--- src/rtl/riscv_regfile_sb.sv ---
// riscv_regfile_sb
//   Integer register file for the dual-issue pipeline with an integrated
//   pending-write scoreboard. x0 is hard-wired to zero.
//
// Parameters
//   XLEN    data width of each register / data port
//   NUM_RD  number of combinational read ports
//   BYPASS  1 = same-cycle write data forwarded to reads and used to suppress
//           hazards; 0 = reads return the stored value only
//
// Ports
//   clk_i, rst_i          clock (rising edge), async active-high reset
//   rd0_*, rd1_*          two write-back ports (index, enable, data);
//                         port 1 is the younger instruction and wins ties
//   ra_i / ra_value_o     packed read indices / packed read data
//   ra_hazard_o           per read port: source has an unresolved producer
//   issue_valid_i/rd_i    marks a destination as pending
//   flush_i               discards every pending mark
//   busy_o                scoreboard state, bit 0 always 0
module riscv_regfile_sb #(
  parameter int XLEN   = 32,
  parameter int NUM_RD = 2,
  parameter int BYPASS = 1
) (
  input  logic                   clk_i,
  input  logic                   rst_i,
  input  logic [4:0]             rd0_i,
  input  logic                   rd0_we_i,
  input  logic [XLEN-1:0]        rd0_value_i,
  input  logic [4:0]             rd1_i,
  input  logic                   rd1_we_i,
  input  logic [XLEN-1:0]        rd1_value_i,
  input  logic [5*NUM_RD-1:0]    ra_i,
  output logic [XLEN*NUM_RD-1:0] ra_value_o,
  output logic [NUM_RD-1:0]      ra_hazard_o,
  input  logic                   issue_valid_i,
  input  logic [4:0]             issue_rd_i,
  input  logic                   flush_i,
  output logic [31:0]            busy_o
);

  // A write port is effective only when enabled and not targeting x0.
  logic we0, we1;
  assign we0 = rd0_we_i && (rd0_i != 5'd0);
  assign we1 = rd1_we_i && (rd1_i != 5'd0);

  // Flat view of the architectural state, entry 0 tied to zero.
  logic [XLEN-1:0] rf_view [32];
  assign rf_view[0] = '0;

  genvar gi;
  generate
    for (gi = 1; gi < 32; gi++) begin : g_reg
      localparam logic [4:0] IDX = 5'(gi);
      logic [XLEN-1:0] q;
      // Port 1 checked first: it is the younger producer.
      always_ff @(posedge clk_i or posedge rst_i) begin
        if (rst_i) begin
          q <= '0;
        end else if (we1 && (rd1_i == IDX)) begin
          q <= rd1_value_i;
        end else if (we0 && (rd0_i == IDX)) begin
          q <= rd0_value_i;
        end
      end
      assign rf_view[gi] = q;
    end
  endgenerate

  // Scoreboard: flush > issue set > write-back clear.
  logic [31:1] busy_q, busy_d;

  always_comb begin
    busy_d = busy_q;
    if (flush_i) begin
      busy_d = '0;
    end else begin
      for (int i = 1; i < 32; i++) begin
        if (issue_valid_i && (issue_rd_i == 5'(i))) begin
          busy_d[i] = 1'b1;
        end else if ((we0 && (rd0_i == 5'(i))) || (we1 && (rd1_i == 5'(i)))) begin
          busy_d[i] = 1'b0;
        end
      end
    end
  end

  always_ff @(posedge clk_i or posedge rst_i) begin
    if (rst_i) begin
      busy_q <= '0;
    end else begin
      busy_q <= busy_d;
    end
  end

  logic [31:0] busy_view;
  assign busy_view = {busy_q, 1'b0};
  assign busy_o    = busy_view;

  generate
    for (gi = 0; gi < NUM_RD; gi++) begin : g_rd
      logic [4:0]      ra;
      logic            hit0, hit1;
      logic [XLEN-1:0] val;

      assign ra   = ra_i[5*gi +: 5];
      // we0/we1 already exclude x0, so a hit implies ra != 0.
      assign hit0 = (BYPASS != 0) && we0 && (rd0_i == ra);
      assign hit1 = (BYPASS != 0) && we1 && (rd1_i == ra);

      // Outputs forced to zero while in reset so bypassed data cannot leak.
      always_comb begin
        val = '0;
        if (!rst_i && (ra != 5'd0)) begin
          if (hit1) begin
            val = rd1_value_i;
          end else if (hit0) begin
            val = rd0_value_i;
          end else begin
            val = rf_view[ra];
          end
        end
      end

      assign ra_value_o[XLEN*gi +: XLEN] = val;
      assign ra_hazard_o[gi] = !rst_i && busy_view[ra] && !(hit0 || hit1);
    end
  endgenerate

endmodule

--- config.mk ---
export PLATFORM = sky130hd
export DESIGN_NAME = riscv_regfile_sb
export DESIGN_NICKNAME = d
export VERILOG_FILES = /design/src/rtl/riscv_regfile_sb.sv
export SDC_FILE = /design/constraint.sdc
export NUM_CORES = 2
export LEC_CHECK = 0
export CORE_AREA = 2 2 409 411
export CTS_CLUSTER_SIZE = 14
export DETAILED_ROUTE_END_ITERATION = 10
export DIE_AREA = 0 0 411 413
export PLACE_DENSITY = 0.54
export SLEW_MARGIN = 10
export SYNTH_ARGS = -nofsm -noshare
export SYNTH_HDL_FRONTEND = slang
export SYNTH_SLANG_ARGS = --single-unit
--- constraint.sdc ---
create_clock -name clk_i -period 46.4 [get_ports clk_i]
set_input_delay 6.96 -clock clk_i [delete_from_list [all_inputs] [get_ports clk_i]]
set_output_delay 6.96 -clock clk_i [all_outputs]
set_load 0.01 [all_outputs]
==> reports/metrics.csv <==
stage,metric,value,unit
setup_path,CP Class,in -> out,
routing,drt total wl,301000,um
layout,area delta synth->final,10.8,%
placement,DP HPWL,178000,um
layout,flip-flop and latch area,0.0256,mm2
layout,Final nets,6547,
layout,# fillers,15800,
clocking,Root Buffer Master,clkbuf_16,
die,Die ar.,0.170,mm2
routing,Remaining DRCs,0,
clocking,Clock Latency Late Sink,0.75,ns
sta,Pins Over Slew Limit,0,
synthesis,"FF+latch count, synth",1023,
die,# IOs,193,
sta,post-route setup TNS,0,ns
routing,Routed wire per std cell,34.3,um
clocking,hold-fix buffer count after cts,0,
sta,Hold WS,0.503,ns
pwr,power per cell area,42.6,mW/mm2
routing,antenna-violating nets left,0,
synthesis,warning count from the yosys run,0,
clocking,Worst-path clk slew,0.06,ns
synthesis,Post-synth ARST share,100,%
clocking,Post-CTS Setup Bufs,0,
global_routing,first-pass GRT wire length,424000,um
pwr,worst vdd ir,0.0000292,V
sta,min cycle time layout,19.10,ns
synthesis,Synth Area per Inst,9.70,um2
pwr,Lkg Pwr,29.7,nW
synthesis,largest area contributor in the netlist,dfrtp_1,
die,Cell Rows,150,
placement,# port buffers,191,
outcome,status,completed,
job,MaxCap Viol Count,0,
clocking,clock tree buffer depth,3,
global_routing,GRT Overall Usage,34.7,%
die,CORE AREA,0.166,mm2
sta,Layout Skew,0,ns
sta,fmax,0.0523,GHz
sta,Final WS setup,27.30,ns
routing,Pre-antenna DRT Iters,8,
global_routing,global route total overflow,0,
hold_path,min-delay worst type,reg -> reg,
layout,multi-input combinational cell area,0.0367,mm2
setup_path,Worst Path Required,39.44,ns
sta,unrepaired setup endpoints after global routing,no,
clocking,CTS buffer count,120,
layout,share of cells above drive strength 1,14.7,%
sta,Final period util,41.2,%
sta,Final Hold Viols,0,
synthesis,syn_nets,6870,
placement,GP Congestion,0.936,
synthesis,Yosys top cell area share,39.0,%
sta,setup violators final,0,
setup_path,"Max FO, Critical Path",91,
clocking,CTS tree,built,
routing,Iteration-0 DRC Markers,8287,
synthesis,Mapped Area,0.0657,mm2
die,Die W,411,um
setup_path,startpoint types,input pin,
sta,Worst Max-Slew Pin Slew,1.44,ns
clocking,Clock H-tree levels,3,
routing,via count,58000,
synthesis,ranking of synthesized cells by area,"dfrtp_1 39%, mux2i_1 16%, mux4_2 10%, a21oi_1 6.6%, nor2_1 4.9%",
layout,post-layout util,43.9,%
synthesis,ys flop type,dfrtp_1,
routing,DR vias/cell,6.61,
global_routing,pin count of the biggest net entering global routing,164,
die,die height,413,um
clocking,clk sinks,1023,
placement,pre-CTS setup slack,27.27,ns
setup_path,Critical Path AT,12.14,ns
die,initial core utilization,39.6,%
synthesis,"Seq/Total Area, Yosys",39.0,%
global_routing,initial antenna violation count,22,
setup_path,Worst setup EP type,primary output,
global_routing,via count of the first global-routing pass,54700,
clocking,Resized cells post-CTS,0,
sta,Slew headroom,3.84,%
synthesis,synth unique cells,69,
synthesis,number of flops mapped to enable cells by yosys,0,
setup_path,Register-to-Register Setup Slack,45.48,ns
synthesis,Mapped Cells,6775,
registers in the layout (all words and copies together), names as in the netlist:
register and cells:
g.q 992, busy_q 31
routing by layer:
| layer | global-route usage [%] | vias up | wire length, um |
|---|---|---|---|
| met5 | 0 | - | 115 |
| met4 | 19.0 | 14 | 19100 |
| met3 | 10.1 | 967 | 35700 |
| met2 | 51.1 | 3879 | 129000 |
| met1 | 45.9 | 29100 | 117000 |
| li1 | - | 24100 | - |
cell families after synthesis:
family	synth area share, %
mux	29.0
xor+xnor	0.267
other cells	0.00571
flops	39.0
buf+inv	5.96
simple gates	9.81
compound gates	16.0
worst paths after layout:
check,startpoint,endpoint,cells past startpoint
max reg2reg,busy_q[1]$_DFFE_PP0P_,busy_q[1]$_DFFE_PP0P_,3
max in group asynchronous,rst_i,g_reg[16].q[25]$_DFFE_PP0P_,6
min,g_reg[17].q[17]$_DFFE_PP0P_,g_reg[17].q[17]$_DFFE_PP0P_,2
max,ra_i[5],ra_value_o[51],10
min reg2reg,g_reg[17].q[17]$_DFFE_PP0P_,g_reg[17].q[17]$_DFFE_PP0P_,2
min in group asynchronous,rst_i,busy_q[20]$_DFFE_PP0P_,2
placed cells by master, fill, tap and decap left out, types with 30 or more instances in the layout:
master and count:
clkdlybuf4s50_1 183, o21ai_0 431, dfrtp_1 1023, buf_4 208, a22oi_1 60, nand2_1 439
a21oi_1 860, nor2_1 831, nor2_4 30, o31ai_1 33, mux4_2 305, nor3_1 118
a221oi_1 88, clkbuf_16 122, mux2_2 130, mux2i_1 1032, o22ai_1 130, a32oi_1 41
clkbuf_8 38
area by class of cell:
cell class / count / area share (%)
Inverter: 24 / 0.134
Tap cell: 2204 / 3.79
Antenna cell: 10 / 0.0344
Clock inverter: 36 / 0.541
Timing Repair Buffer: 402 / 4.90
Sequential cell: 1023 / 35.2
Clock buffer: 183 / 5.03
Multi-Input combinational cell: 4881 / 50.4
critical path, stage by stage:
cell	delay (ns)
buf_8	0.43
buf_4	0.87
buf_12	0.65
buf_4	0.75
mux4_2	0.37
nor2_1	0.05
o32a_1	0.39
or4_1	0.53
a31oi_1	0.43
clkdlybuf4s50_1	0.62
stage by stage:
stage	power [mW]	instances	cell area (um2)
after floorplan	1.83	6775	65700
after global placement	2.07	8534	68700
after detailed placement	2.10	8534	68700
after CTS	3.09	8753	72800
after global routing	3.23	8756	72800
final	3.10	8763	72800
power breakdown:
part | total (mW) | switching, mW | internal, mW
combinational | 0.790 | 0.411 | 0.379
clock | 0.993 | 0.420 | 0.574
sequential | 1.32 | 0.193 | 1.13
total | 3.10 | 1.02 | 2.08
synth_stat cells, types with 5 or more instances:
master,count
nor3_1,120
or3b_2,6
a31oi_1,19
nand2b_1,16
or3_1,6
o221ai_1,18
clkinv_1,13
and3_1,17
nand3_1,14
a32oi_1,41
mux2i_1,1032
nor3b_1,5
a22o_1,19
o21a_1,13
nand2_1,454
dfrtp_1,1023
and2_1,6
nor2b_1,12
a21oi_1,862
a221o_1,13
o21ai_0,431
o32a_1,17
o22a_1,16
mux4_1,14
o41ai_1,5
buf_6,29
o31ai_1,33
or4_1,19
mux2_2,130
nor2_1,859
o221a_2,12
clkbuf_1,493
nand3b_1,12
xnor2_1,18
buf_4,42
a22oi_1,60
o22ai_1,134
a21o_1,9
inv_1,10
mux4_2,305
a211oi_1,5
a221oi_1,88
buf_2,170
buf_1,107
or2_2,8
(Power assumes the default switching activity.)
